$ cat src/rtl/mem_arbiter_pkg.sv
// Shared types and defaults for the unified-memory arbiter.
// Latency: n/a (declarations only).
// Backpressure: n/a.
// Contents: FSM state encoding, default memory latency, default starvation limit,
// and the width of the internal down-counters.
package mem_arbiter_pkg;

    typedef enum logic [1:0] {
        ARB_IDLE   = 2'd0,
        ARB_IF_ACC = 2'd1,
        ARB_D_ACC  = 2'd2
    } arb_state_t;

    localparam int MEM_LAT_DEF    = 2;
    localparam int ARB_STARVE_DEF = 4;

    // LAT and STARVE_MAX are both limited to 1..15, so 4 bits cover them.
    localparam int ARB_CNT_W = 4;

endpackage

$ cat src/rtl/mem_arbiter_if.sv
// Bundle of the fetch port, data port and memory command/response signals.
// Latency: n/a (wires only).
// Backpressure: requests are held until their valid pulse; stalls tell the pipeline to freeze.
// Modports: slave = arbiter view (takes requests, drives memory commands);
//           master = environment view (CPU ports plus the memory model).
interface mem_arbiter_if #(
    parameter int ADDR_W = 32,
    parameter int DATA_W = 32
);
    // fetch port
    logic              iIfReq;
    logic [ADDR_W-1:0] iIfAddr;
    logic [DATA_W-1:0] oIfData;
    logic              oIfValid;
    logic              oIfStall;
    // data port
    logic              iDReq;
    logic              iDWr;
    logic [ADDR_W-1:0] iDAddr;
    logic [DATA_W-1:0] iDWrData;
    logic [DATA_W-1:0] oDRdData;
    logic              oDValid;
    logic              oDStall;
    // memory side
    logic [ADDR_W-1:0] oMemAddr;
    logic [DATA_W-1:0] oMemWrData;
    logic              oMemRd;
    logic              oMemWr;
    logic [DATA_W-1:0] iMemRdData;

    modport slave (
        input  iIfReq, iIfAddr, iDReq, iDWr, iDAddr, iDWrData, iMemRdData,
        output oIfData, oIfValid, oIfStall, oDRdData, oDValid, oDStall,
               oMemAddr, oMemWrData, oMemRd, oMemWr
    );

    modport master (
        output iIfReq, iIfAddr, iDReq, iDWr, iDAddr, iDWrData, iMemRdData,
        input  oIfData, oIfValid, oIfStall, oDRdData, oDValid, oDStall,
               oMemAddr, oMemWrData, oMemRd, oMemWr
    );

endinterface

$ cat src/rtl/mem_arbiter.sv
// Shares one single-ported memory between instruction fetch and MEM-stage data accesses.
// Latency: request seen in IDLE -> strobes for LAT cycles -> valid pulse at LAT+1; one dead cycle between accesses.
// Backpressure: each port stalls (iReq & ~oValid) until its access completes; data has priority unless fetch is starved.
// Ports: clk, reset (sync, active high); bus = fetch port, data port and memory command/response (slave modport).
module mem_arbiter
    import mem_arbiter_pkg::*;
#(
    parameter int ADDR_W     = 32,
    parameter int DATA_W     = 32,
    parameter int LAT        = MEM_LAT_DEF,
    parameter int STARVE_MAX = ARB_STARVE_DEF
) (
    input  logic          clk,
    input  logic          reset,
    mem_arbiter_if.slave  bus
);

    localparam logic [ARB_CNT_W-1:0] LAT_M1     = ARB_CNT_W'(LAT - 1);
    localparam logic [ARB_CNT_W-1:0] STARVE_LIM = ARB_CNT_W'(STARVE_MAX);

    arb_state_t           state_q,  state_d;
    logic [ARB_CNT_W-1:0] cnt_q,    cnt_d;
    logic [ARB_CNT_W-1:0] starve_q, starve_d;
    logic [ADDR_W-1:0]    addr_q,   addr_d;
    logic [DATA_W-1:0]    wdat_q,   wdat_d;
    logic                 rd_q,     rd_d;
    logic                 wr_q,     wr_d;
    logic [DATA_W-1:0]    if_dat_q, if_dat_d;
    logic [DATA_W-1:0]    d_dat_q,  d_dat_d;
    logic                 if_vld_q, if_vld_d;
    logic                 d_vld_q,  d_vld_d;

    // A port whose valid pulse is up is still holding the request it just
    // completed; ignore it this cycle so the access is not issued twice.
    logic if_req_m;
    logic d_req_m;
    assign if_req_m = bus.iIfReq & ~if_vld_q;
    assign d_req_m  = bus.iDReq  & ~d_vld_q;

    always_comb begin
        state_d  = state_q;
        cnt_d    = cnt_q;
        starve_d = starve_q;
        addr_d   = addr_q;
        wdat_d   = wdat_q;
        rd_d     = rd_q;
        wr_d     = wr_q;
        if_dat_d = if_dat_q;
        d_dat_d  = d_dat_q;
        if_vld_d = 1'b0;
        d_vld_d  = 1'b0;

        case (state_q)
            ARB_IDLE: begin
                if (if_req_m && (!d_req_m || starve_q == STARVE_LIM)) begin
                    state_d  = ARB_IF_ACC;
                    cnt_d    = LAT_M1;
                    addr_d   = bus.iIfAddr;
                    wdat_d   = '0;
                    rd_d     = 1'b1;
                    wr_d     = 1'b0;
                    starve_d = '0;
                end else if (d_req_m) begin
                    state_d = ARB_D_ACC;
                    cnt_d   = LAT_M1;
                    addr_d  = bus.iDAddr;
                    wdat_d  = bus.iDWrData;
                    rd_d    = ~bus.iDWr;
                    wr_d    = bus.iDWr;
                    // count data grants that jumped ahead of a waiting fetch
                    if (if_req_m && starve_q != STARVE_LIM) begin
                        starve_d = starve_q + 1'b1;
                    end
                end
            end

            ARB_IF_ACC, ARB_D_ACC: begin
                if (cnt_q == '0) begin
                    // memory data is valid in this last access cycle
                    if (rd_q) begin
                        if (state_q == ARB_IF_ACC) begin
                            if_dat_d = bus.iMemRdData;
                        end else begin
                            d_dat_d = bus.iMemRdData;
                        end
                    end
                    if_vld_d = (state_q == ARB_IF_ACC);
                    d_vld_d  = (state_q == ARB_D_ACC);
                    state_d  = ARB_IDLE;
                    addr_d   = '0;
                    wdat_d   = '0;
                    rd_d     = 1'b0;
                    wr_d     = 1'b0;
                end else begin
                    cnt_d = cnt_q - 1'b1;
                end
            end

            default: begin
                state_d = ARB_IDLE;
            end
        endcase
    end

    always_ff @(posedge clk) begin
        if (reset) begin
            state_q  <= ARB_IDLE;
            cnt_q    <= '0;
            starve_q <= '0;
            addr_q   <= '0;
            wdat_q   <= '0;
            rd_q     <= 1'b0;
            wr_q     <= 1'b0;
            if_dat_q <= '0;
            d_dat_q  <= '0;
            if_vld_q <= 1'b0;
            d_vld_q  <= 1'b0;
        end else begin
            state_q  <= state_d;
            cnt_q    <= cnt_d;
            starve_q <= starve_d;
            addr_q   <= addr_d;
            wdat_q   <= wdat_d;
            rd_q     <= rd_d;
            wr_q     <= wr_d;
            if_dat_q <= if_dat_d;
            d_dat_q  <= d_dat_d;
            if_vld_q <= if_vld_d;
            d_vld_q  <= d_vld_d;
        end
    end

    assign bus.oIfData    = if_dat_q;
    assign bus.oIfValid   = if_vld_q;
    assign bus.oIfStall   = bus.iIfReq & ~if_vld_q;
    assign bus.oDRdData   = d_dat_q;
    assign bus.oDValid    = d_vld_q;
    assign bus.oDStall    = bus.iDReq & ~d_vld_q;
    assign bus.oMemAddr   = addr_q;
    assign bus.oMemWrData = wdat_q;
    assign bus.oMemRd     = rd_q;
    assign bus.oMemWr     = wr_q;

endmodule

$ cat src/flat_wrapper.sv
// flat-port wrapper written by rule: the top's interface ports become plain ports
module mem_arbiter_flat import mem_arbiter_pkg::*;
#(
    parameter int ADDR_W     = 32,
    parameter int DATA_W     = 32,
    parameter int LAT        = MEM_LAT_DEF,
    parameter int STARVE_MAX = ARB_STARVE_DEF
)
  (clk, reset, bus_iIfReq, bus_iIfAddr, bus_iDReq, bus_iDWr, bus_iDAddr, bus_iDWrData, bus_iMemRdData, bus_oIfData, bus_oIfValid, bus_oIfStall, bus_oDRdData, bus_oDValid, bus_oDStall, bus_oMemAddr, bus_oMemWrData, bus_oMemRd, bus_oMemWr);
  mem_arbiter_if #(.ADDR_W(ADDR_W), .DATA_W(DATA_W)) bus_i ();
  input  logic clk;
  input  logic reset;
  input wire logic [$bits(bus_i.iIfReq)-1:0] bus_iIfReq;
  input wire logic [$bits(bus_i.iIfAddr)-1:0] bus_iIfAddr;
  input wire logic [$bits(bus_i.iDReq)-1:0] bus_iDReq;
  input wire logic [$bits(bus_i.iDWr)-1:0] bus_iDWr;
  input wire logic [$bits(bus_i.iDAddr)-1:0] bus_iDAddr;
  input wire logic [$bits(bus_i.iDWrData)-1:0] bus_iDWrData;
  input wire logic [$bits(bus_i.iMemRdData)-1:0] bus_iMemRdData;
  output wire logic [$bits(bus_i.oIfData)-1:0] bus_oIfData;
  output wire logic [$bits(bus_i.oIfValid)-1:0] bus_oIfValid;
  output wire logic [$bits(bus_i.oIfStall)-1:0] bus_oIfStall;
  output wire logic [$bits(bus_i.oDRdData)-1:0] bus_oDRdData;
  output wire logic [$bits(bus_i.oDValid)-1:0] bus_oDValid;
  output wire logic [$bits(bus_i.oDStall)-1:0] bus_oDStall;
  output wire logic [$bits(bus_i.oMemAddr)-1:0] bus_oMemAddr;
  output wire logic [$bits(bus_i.oMemWrData)-1:0] bus_oMemWrData;
  output wire logic [$bits(bus_i.oMemRd)-1:0] bus_oMemRd;
  output wire logic [$bits(bus_i.oMemWr)-1:0] bus_oMemWr;
  assign bus_i.iIfReq = bus_iIfReq;
  assign bus_i.iIfAddr = bus_iIfAddr;
  assign bus_i.iDReq = bus_iDReq;
  assign bus_i.iDWr = bus_iDWr;
  assign bus_i.iDAddr = bus_iDAddr;
  assign bus_i.iDWrData = bus_iDWrData;
  assign bus_i.iMemRdData = bus_iMemRdData;
  assign bus_oIfData = bus_i.oIfData;
  assign bus_oIfValid = bus_i.oIfValid;
  assign bus_oIfStall = bus_i.oIfStall;
  assign bus_oDRdData = bus_i.oDRdData;
  assign bus_oDValid = bus_i.oDValid;
  assign bus_oDStall = bus_i.oDStall;
  assign bus_oMemAddr = bus_i.oMemAddr;
  assign bus_oMemWrData = bus_i.oMemWrData;
  assign bus_oMemRd = bus_i.oMemRd;
  assign bus_oMemWr = bus_i.oMemWr;
  mem_arbiter #(.ADDR_W(ADDR_W), .DATA_W(DATA_W), .LAT(LAT), .STARVE_MAX(STARVE_MAX)) u_core (.clk(clk), .reset(reset), .bus(bus_i));
endmodule
$ cat config.mk
export PLATFORM = sky130hd
export DESIGN_NAME = mem_arbiter_flat
export DESIGN_NICKNAME = d
export VERILOG_FILES = /design/src/rtl/mem_arbiter_pkg.sv /design/src/rtl/mem_arbiter_if.sv /design/src/rtl/mem_arbiter.sv /design/src/flat_wrapper.sv
export SDC_FILE = /design/constraint.sdc
export NUM_CORES = 1
export LEC_CHECK = 0
export CELL_PAD_IN_SITES_DETAIL_PLACEMENT = 1
export CELL_PAD_IN_SITES_GLOBAL_PLACEMENT = 1
export CORE_ASPECT_RATIO = 1.4
export CORE_MARGIN = 8
export CORE_UTILIZATION = 27
export CTS_BUF_LIST = sky130_fd_sc_hd__clkbuf_4 sky130_fd_sc_hd__clkbuf_8
export CTS_CLUSTER_DIAMETER = 40
export DETAILED_ROUTE_END_ITERATION = 7
export PLACE_DENSITY_LB_ADDON = 0.25
export SETUP_SLACK_MARGIN = 0.2
export SLEW_MARGIN = 20
export SYNTH_ARGS = -nofsm -noshare
export SYNTH_HDL_FRONTEND = slang
export SYNTH_SLANG_ARGS = --single-unit
$ cat constraint.sdc
create_clock -name clk -period 1.7 [get_ports clk]
set_input_delay 0.17 -clock clk [delete_from_list [all_inputs] [get_ports clk]]
set_output_delay 0.17 -clock clk [all_outputs]
set_load 0.03 [all_outputs]
# After elaboration in Yosys (flattened, before gate mapping)
# Index checks and enable logic that the tools add are counted.
dict set report word_totals {
  register_bits 142
  out_inout_bits 134
  elab_cells 70
}
dict set report op_classes {
  add_sub_neg 2
  eq_ne 7
  mux 25
  n_bitwise 8
  n_reduce_logical 17
}
# operator count
set ops {}
lappend ops {{32-bit two-way mux} 5}
lappend ops {{32-bit case mux with 2 select lines} 2}
lappend ops {{4-bit two-way mux} 6}
lappend ops {{3-bit AND reduction} 3}
lappend ops {{4-bit case mux with 2 select lines} 1}
lappend ops {{4-bit AND reduction} 2}
lappend ops {{2-bit two-way mux} 3}
lappend ops {{1-bit NOT} 6}
lappend ops {{2-bit nonzero test} 3}
lappend ops {{1-bit two-way mux} 5}
lappend ops {{4-bit by 1-bit adder with 4-bit output (second input constant)} 1}
lappend ops {{4-bit by 3-bit equality test with 1-bit output (second input constant)} 1}
lappend ops {{4-bit logical NOT} 1}
lappend ops {{4-bit by 3-bit != test with 1-bit output (second input constant)} 1}
lappend ops {{1-bit case mux with 2 select lines} 2}
lappend ops {{2-bit case mux with 2 select lines} 1}
lappend ops {{4-bit by 1-bit subtractor with 4-bit output (second input constant)} 1}
lappend ops {{3-bit by 1-bit != test with 1-bit output (second input constant)} 1}
lappend ops {{3-bit OR reduction} 1}
lappend ops {{1-bit AND} 2}
lappend ops {{2-bit by 1-bit equality test with 1-bit output (second input constant)} 1}
lappend ops {{2-bit equality test (second input constant)} 1}
lappend ops {{1-bit logical AND} 2}
lappend ops {{2-bit logical NOT} 1}
lappend ops {{6 further kinds} 6}

# Longest topological paths before layout
# Gate-level depths: netlist (run 1).
dict set report depth {
  depth_word 7
  ltp_mapped 8
  mapped_depth_nobuf 6
}

# Least setup slack after synthesis (run 1)
# OpenSTA, ideal clock, no wires.
dict set report synth_path {
  path_kind {register to register}
  start {register u_core.state_q[0]}
  end {register u_core.wdat_q[0] (netlist: u_core.bus.oMemWrData[0])}
  setup_time_ps 59
  arrival_ps 1707
  path_slack_ps -66
  stages_incl_launch_ff 7
  path_cell_list {dfxtp_1 -> inv_1 -> ha_1 -> nor3_1 -> nor3b_2 -> buf_2 -> a22o_1}
}
dict set report synth_via {
  elab_chain_cells 4
  word_cells_on_any_way 9
  classes_between {eq/ne (4); mux (1); reduce/logical (4)}
}
# item line
set synth_lines {}
lappend synth_lines {{from (decl)} mem_arbiter.sv:21} ;# arb_state_t state_q, state_d;
lappend synth_lines {{from (signal assigned)} mem_arbiter.sv:119} ;# state_q <= state_d;
lappend synth_lines {{2-bit equality test / 2-bit by 1-bit equality test with 1-bit output (equally long branches)} mem_arbiter.sv:53} ;# case (state_q)
lappend synth_lines {{2-bit OR reduction} mem_arbiter.sv:53}
lappend synth_lines {{2-bit by 1-bit != test with 1-bit output (no line) / 2-bit nonzero test (equally long branches)} n/a}
lappend synth_lines {{3-bit AND reduction (no line)} n/a}
lappend synth_lines {{to (signal assigned)} mem_arbiter.sv:123} ;# wdat_q <= wdat_d;
lappend synth_lines {{to (decl)} mem_arbiter.sv:25} ;# logic [DATA_W-1:0] wdat_q, wdat_d;
# Parallel ways exist; a longest one is shown, timed or not.
# A chain may end at the register's enable or synchronous reset.

# Final worst setup path (run 1)
dict set report layout_path {
  start {register u_core.d_vld_q (netlist: u_core.bus.oDValid)}
  end {register u_core.wdat_q[18] (netlist: u_core.bus.oMemWrData[18])}
}
dict set report layout_via {
  elab_chain_cells 7
  word_cells_on_any_way 9
  classes_between {eq/ne (1); mux (2); bitwise (2); reduce/logical (4)}
}
# item line
set layout_lines {}
lappend layout_lines {{from (decl)} mem_arbiter.sv:31} ;# logic d_vld_q, d_vld_d;
lappend layout_lines {{from (signal assigned)} mem_arbiter.sv:129} ;# d_vld_q <= d_vld_d;
lappend layout_lines {{1-bit NOT (*)} mem_arbiter.sv:38} ;# assign d_req_m = bus.iDReq & ~d_vld_q;
lappend layout_lines {{1-bit AND (*)} mem_arbiter.sv:38}
lappend layout_lines {{1-bit logical NOT} mem_arbiter.sv:55} ;# if (if_req_m && (!d_req_m || starve_q == STARVE_LIM)) begin
lappend layout_lines {{1-bit logical OR} mem_arbiter.sv:55}
lappend layout_lines {{1-bit logical AND} mem_arbiter.sv:55}
lappend layout_lines {{3-bit by 1-bit != test with 1-bit output (no line) / 32-bit two-way mux (equally long branches)} n/a}
lappend layout_lines {{3-bit AND reduction (no line) / 32-bit case mux with 2 select lines (equally long branches)} n/a}
# Every way passes the cells marked *; elsewhere a longest branch is shown, timed or not.

==> results of run 1 <==
==> sequential cells by signal (all words and copies together) (netlist names) <==
register / flops
u_core.bus.oMemAddr: 32
u_core.cnt_q: 4
u_core.bus.oIfValid: 1
u_core.bus.oIfData: 32
u_core.bus.oMemWrData: 32
u_core.bus.oMemWr: 1
u_core.bus.oMemRd: 1
u_core.bus.oDRdData: 32
u_core.starve_q: 4
u_core.bus.oDValid: 1
u_core.state_q: 2
==> final cells by class <==
class | count | area [um2]
clock buffer | 20 | 269
timing repair buffer | 356 | 3940
fill | 2066 | 8650
sequential | 142 | 2870
inverter | 9 | 43.8
clock inverter | 12 | 101
tap | 252 | 315
multi-input combinational | 362 | 3420
==> cells in the final DEF, fill, tap and decap left out, types with 4 or more instances in the layout <==
cell	netlist	routed
o21ai_0	6	5
a22o_1	32	32
o2bb2ai_1	33	21
buf_16	0	22
dfxtp_4	0	4
clkdlybuf4s50_1	0	131
clkbuf_2	0	5
buf_4	4	30
buf_12	0	19
clkinvlp_4	0	5
mux2i_1	32	19
clkbuf_8	0	19
clkdlybuf4s15_1	0	24
buf_6	3	19
mux2i_2	0	9
nand2_4	0	71
o2bb2ai_2	0	9
nand2_1	133	58
a21oi_2	1	63
dlygate4sd2_1	0	102
dfxtp_1	142	132
mux2i_4	0	4
nand2_2	0	4
inv_2	1	4
a21oi_1	72	9
dfxtp_2	0	6
inv_6	0	5
ha_1	10	6
==> metrics by stage <==
| step | setup slack [ns] | area, um2 | setup TNS [ns] | total power, mW | hold WS (ns) |
|---|---|---|---|---|---|
| final | -0.0118 | 11000 | -0.0486 | 9.19 | 0.281 |
| after global routing | -0.0719 | 11000 | -3.45 | 9.61 | 0.274 |
| after CTS | 0.00535 | 10400 | 0 | 9.05 | 0.238 |
| after detailed placement | -0.0911 | 8430 | -2.12 | 5.94 | 0.446 |
| after global placement | -0.0252 | 8430 | -0.579 | 5.88 | 0.442 |
| after floorplan | 0.172 | 5430 | 0 | 4.87 | 0.303 |
==> kinds of logic after synthesis <==
kind of cell	after synthesis	share of synthesized area
flip-flops	142	0.534
adder cells (fa/ha/maj)	10	0.0235
multiplexers	32	0.0601
AND/OR/NAND/NOR	166	0.138
buffers and inverters	48	0.0444
AO/OA/AOI/OAI	154	0.201
==> what timing repair did <==
item	in CTS	in global routing
setup endpoints to repair	267	167
resized for setup	388	114
endpoints found under the hold margin	0	0
buffers inserted	35	13
pin swaps	115	65
cloned	22	0
==> power breakdown <==
| part | internal (mW) | leakage (nW) | switching [mW] |
|---|---|---|---|
| Clock | 1.13 | 0.174 | 1.42 |
| Combinational | 1.40 | 3.02 | 1.47 |
| Sequential | 3.57 | 1.16 | 0.193 |
| Total | 6.11 | 4.36 | 3.08 |
==> layer usage <==
metal | up-vias | part of all wire | GRT usage
li1 | 2615 | - | -
met1 | 2751 | 0.35 | 0.197
met2 | 216 | 0.55 | 0.389
met3 | 46 | 0.069 | 0.0710
met4 | 2 | 0.029 | 0.0717
met5 | - | 0.00050 | 0
==> worst max-delay path: cells and delay by family (launching register included) <==
family / cells / cell delay, ns
AO/OA/AOI/OAI: 2 / 0.41
flip-flops: 1 / 0.37
buffers and inverters: 5 / 0.60
AND/OR/NAND/NOR: 2 / 0.24
==> worst max path at each step <==
stage                        from                   endpoint  slack (ns)  depth (start not counted)
2_1_floorplan   u_core.state_q[1]   u_core.bus.oMemWrData[0]        0.17                          6
3_3_place_gp           bus_iIfReq            u_core.cnt_q[1]       -0.03                          5
3_5_place_dp            bus_iDReq     u_core.bus.oMemAddr[7]       -0.09                          7
4_1_cts        u_core.starve_q[1]    u_core.bus.oMemAddr[31]       0.005                         10
5_1_grt        u_core.bus.oDValid    u_core.bus.oMemAddr[21]       -0.07                          9
6_report       u_core.bus.oDValid  u_core.bus.oMemWrData[18]       -0.01                          9
==> results by group, run 1 <==
Run status
  – Status: finished, violations left
  – Failing checks: negative setup slack

GRT
  – Pin count of the biggest net entering global routing: 55
  – GRT Resource Usage Total: 0.205
  – GRT overflow: 0
  – Antenna violations before repair: 1
  – Vias in the first global route: approximately 6700
  – First-pass GRT wire length: just under 40000 um

Floorplan
  – Die X: 135 um
  – Die ar.: 24500 um2
  – Die Y: approximately 180 um
  – Num ports: 267
  – Starting Density: 0.272
  – Placement row count: 61
  – Core Region: 19600 um2

Setup path
  – Critical Path, Cell by Cell: nand2b_4 > inv_6 > a21oi_4 > buf_6 > nor3b_4 > buf_6 > buf_12 > buf_16 > a22o_1
  – R2r endpoint: u_core.bus.oMemWrData[18]
  – Slowest-stage cell, CP: dfxtp_4
  – Crit path DAT: 2.06 ns
  – WS Path Type: register to register
  – Reg2Reg Launch Point: u_core.bus.oDValid
  – Crit path launch type: register
  – Crit-path max FO: 8
  – Worst R2R Setup Slack: -0.01 ns
  – CP most frequent cell: buf_6
  – Critical Path Sink Type: register
  – Worst r2r path cells: 9
  – Crit-path max cell delay: around 0.37 ns
  – Worst path required time: 2.04 ns

Pwr
  – Max IR drop VDD: 0.402 mV
  – P_leak: 4.36 nW
  – PD cells: 838 nW/um2

Layout
  – Final cell count without fillers: 1153
  – Area Growth Syn to Fin: 106%
  – Layout cells sized above 1: 0.377
  – # diodes: 0
  – Fin util: 0.559
  – Post-layout nets: 1031

Clock network
  – CTS root buffer: clkbuf_8
  – Post-CTS Hold Fix Bufs: 0
  – CTS max path bufs: 2
  – CTS tree: done
  – Clock sink count: roughly 140
  – Later-pin clock latency in the skew report: ~0.45 ns
  – Num CTS Buffers: 17
  – H-tree Lvls: 4
  – CTS clk-pin slew, worst paths: 0.09 ns

Synthesis
  – Post-synth top area share: 0.534
  – Post-synth EDFFs: 0
  – Ys async rst share: 0
  – Post-synthesis sequential area ratio: 0.534
  – Syn nets: 695
  – Post-synth top cells: dfxtp_1 (142), nand2_1 (133), a21oi_1 (72), o2bb2ai_1 (33)
  – Yosys Warn Count: 0
  – Top post-synthesis cells by area: dfxtp_1 (53%), nand2_1 (9.4%), a21oi_1 (6.8%), mux2i_1 (6.0%), o2bb2ai_1 (5.4%)
  – Mean Syn Cell Area: roughly 9.7 um2
  – Synthesized area: 5330 um2
  – Gate Count Post-Synth: 552
  – Unique masters post-synth: 43
  – Top FF cell, synth: dfxtp_1
  – #FFs+latches synth: 142
  – Largest area contributor in the netlist: dfxtp_1
  – Cell with the most instances after synthesis: dfxtp_1

Placement
  – # placed instances: 1051
  – HPWL after DPL: between 15000 and 20000 um
  – PortBufs: 266
  – Final Wtd Congestion: 0.780

Min path
  – Hold endpoint: u_core.bus.oDRdData[28]
  – Hold depth: 3
  – Hold WC Path Type: primary input to register
  – Hold Startpoint: reset

Route
  – Drt pass-1 iters: 4
  – Total wire length: 26000 um
  – Residual DRC: 0
  – Number of vias per cell: 4.88
  – Post-DRT Antenna Nets: 0
  – DR vias: 5630
  – WL per Instance: 22.5 um
  – Iter 0 DRT Violations: 164

STA
  – Slew headroom: 0.397
  – RSZ-0062 raised after global routing: yes
  – Fmax: 584 MHz
  – Worst-Margin Slew: around 0.91 ns
  – Final setup vio count: 8
  – Fin. max-slew vios: 0
  – Fin. Hold Viols: 0
  – Worst Slack Setup Final: -0.0118 ns
  – Clock skew: 0.0160 ns
  – Tmin final: 1.71 ns
  – Tcrit/Tclk final: 1.01

Flow run
  – Max-cap violations: 0
Power figures use the tool's default switching activity.
==> run 2, diff against run 1 <==
--- a/config.mk
+++ b/config.mk
@@ -19,3 +19,4 @@
 export SYNTH_ARGS = -nofsm -noshare
 export SYNTH_HDL_FRONTEND = slang
 export SYNTH_SLANG_ARGS = --single-unit
+export TNS_END_PERCENT = 100
==> results of run 2 <==
No change in the layout: final DEF, timing and power equal those of run 1.
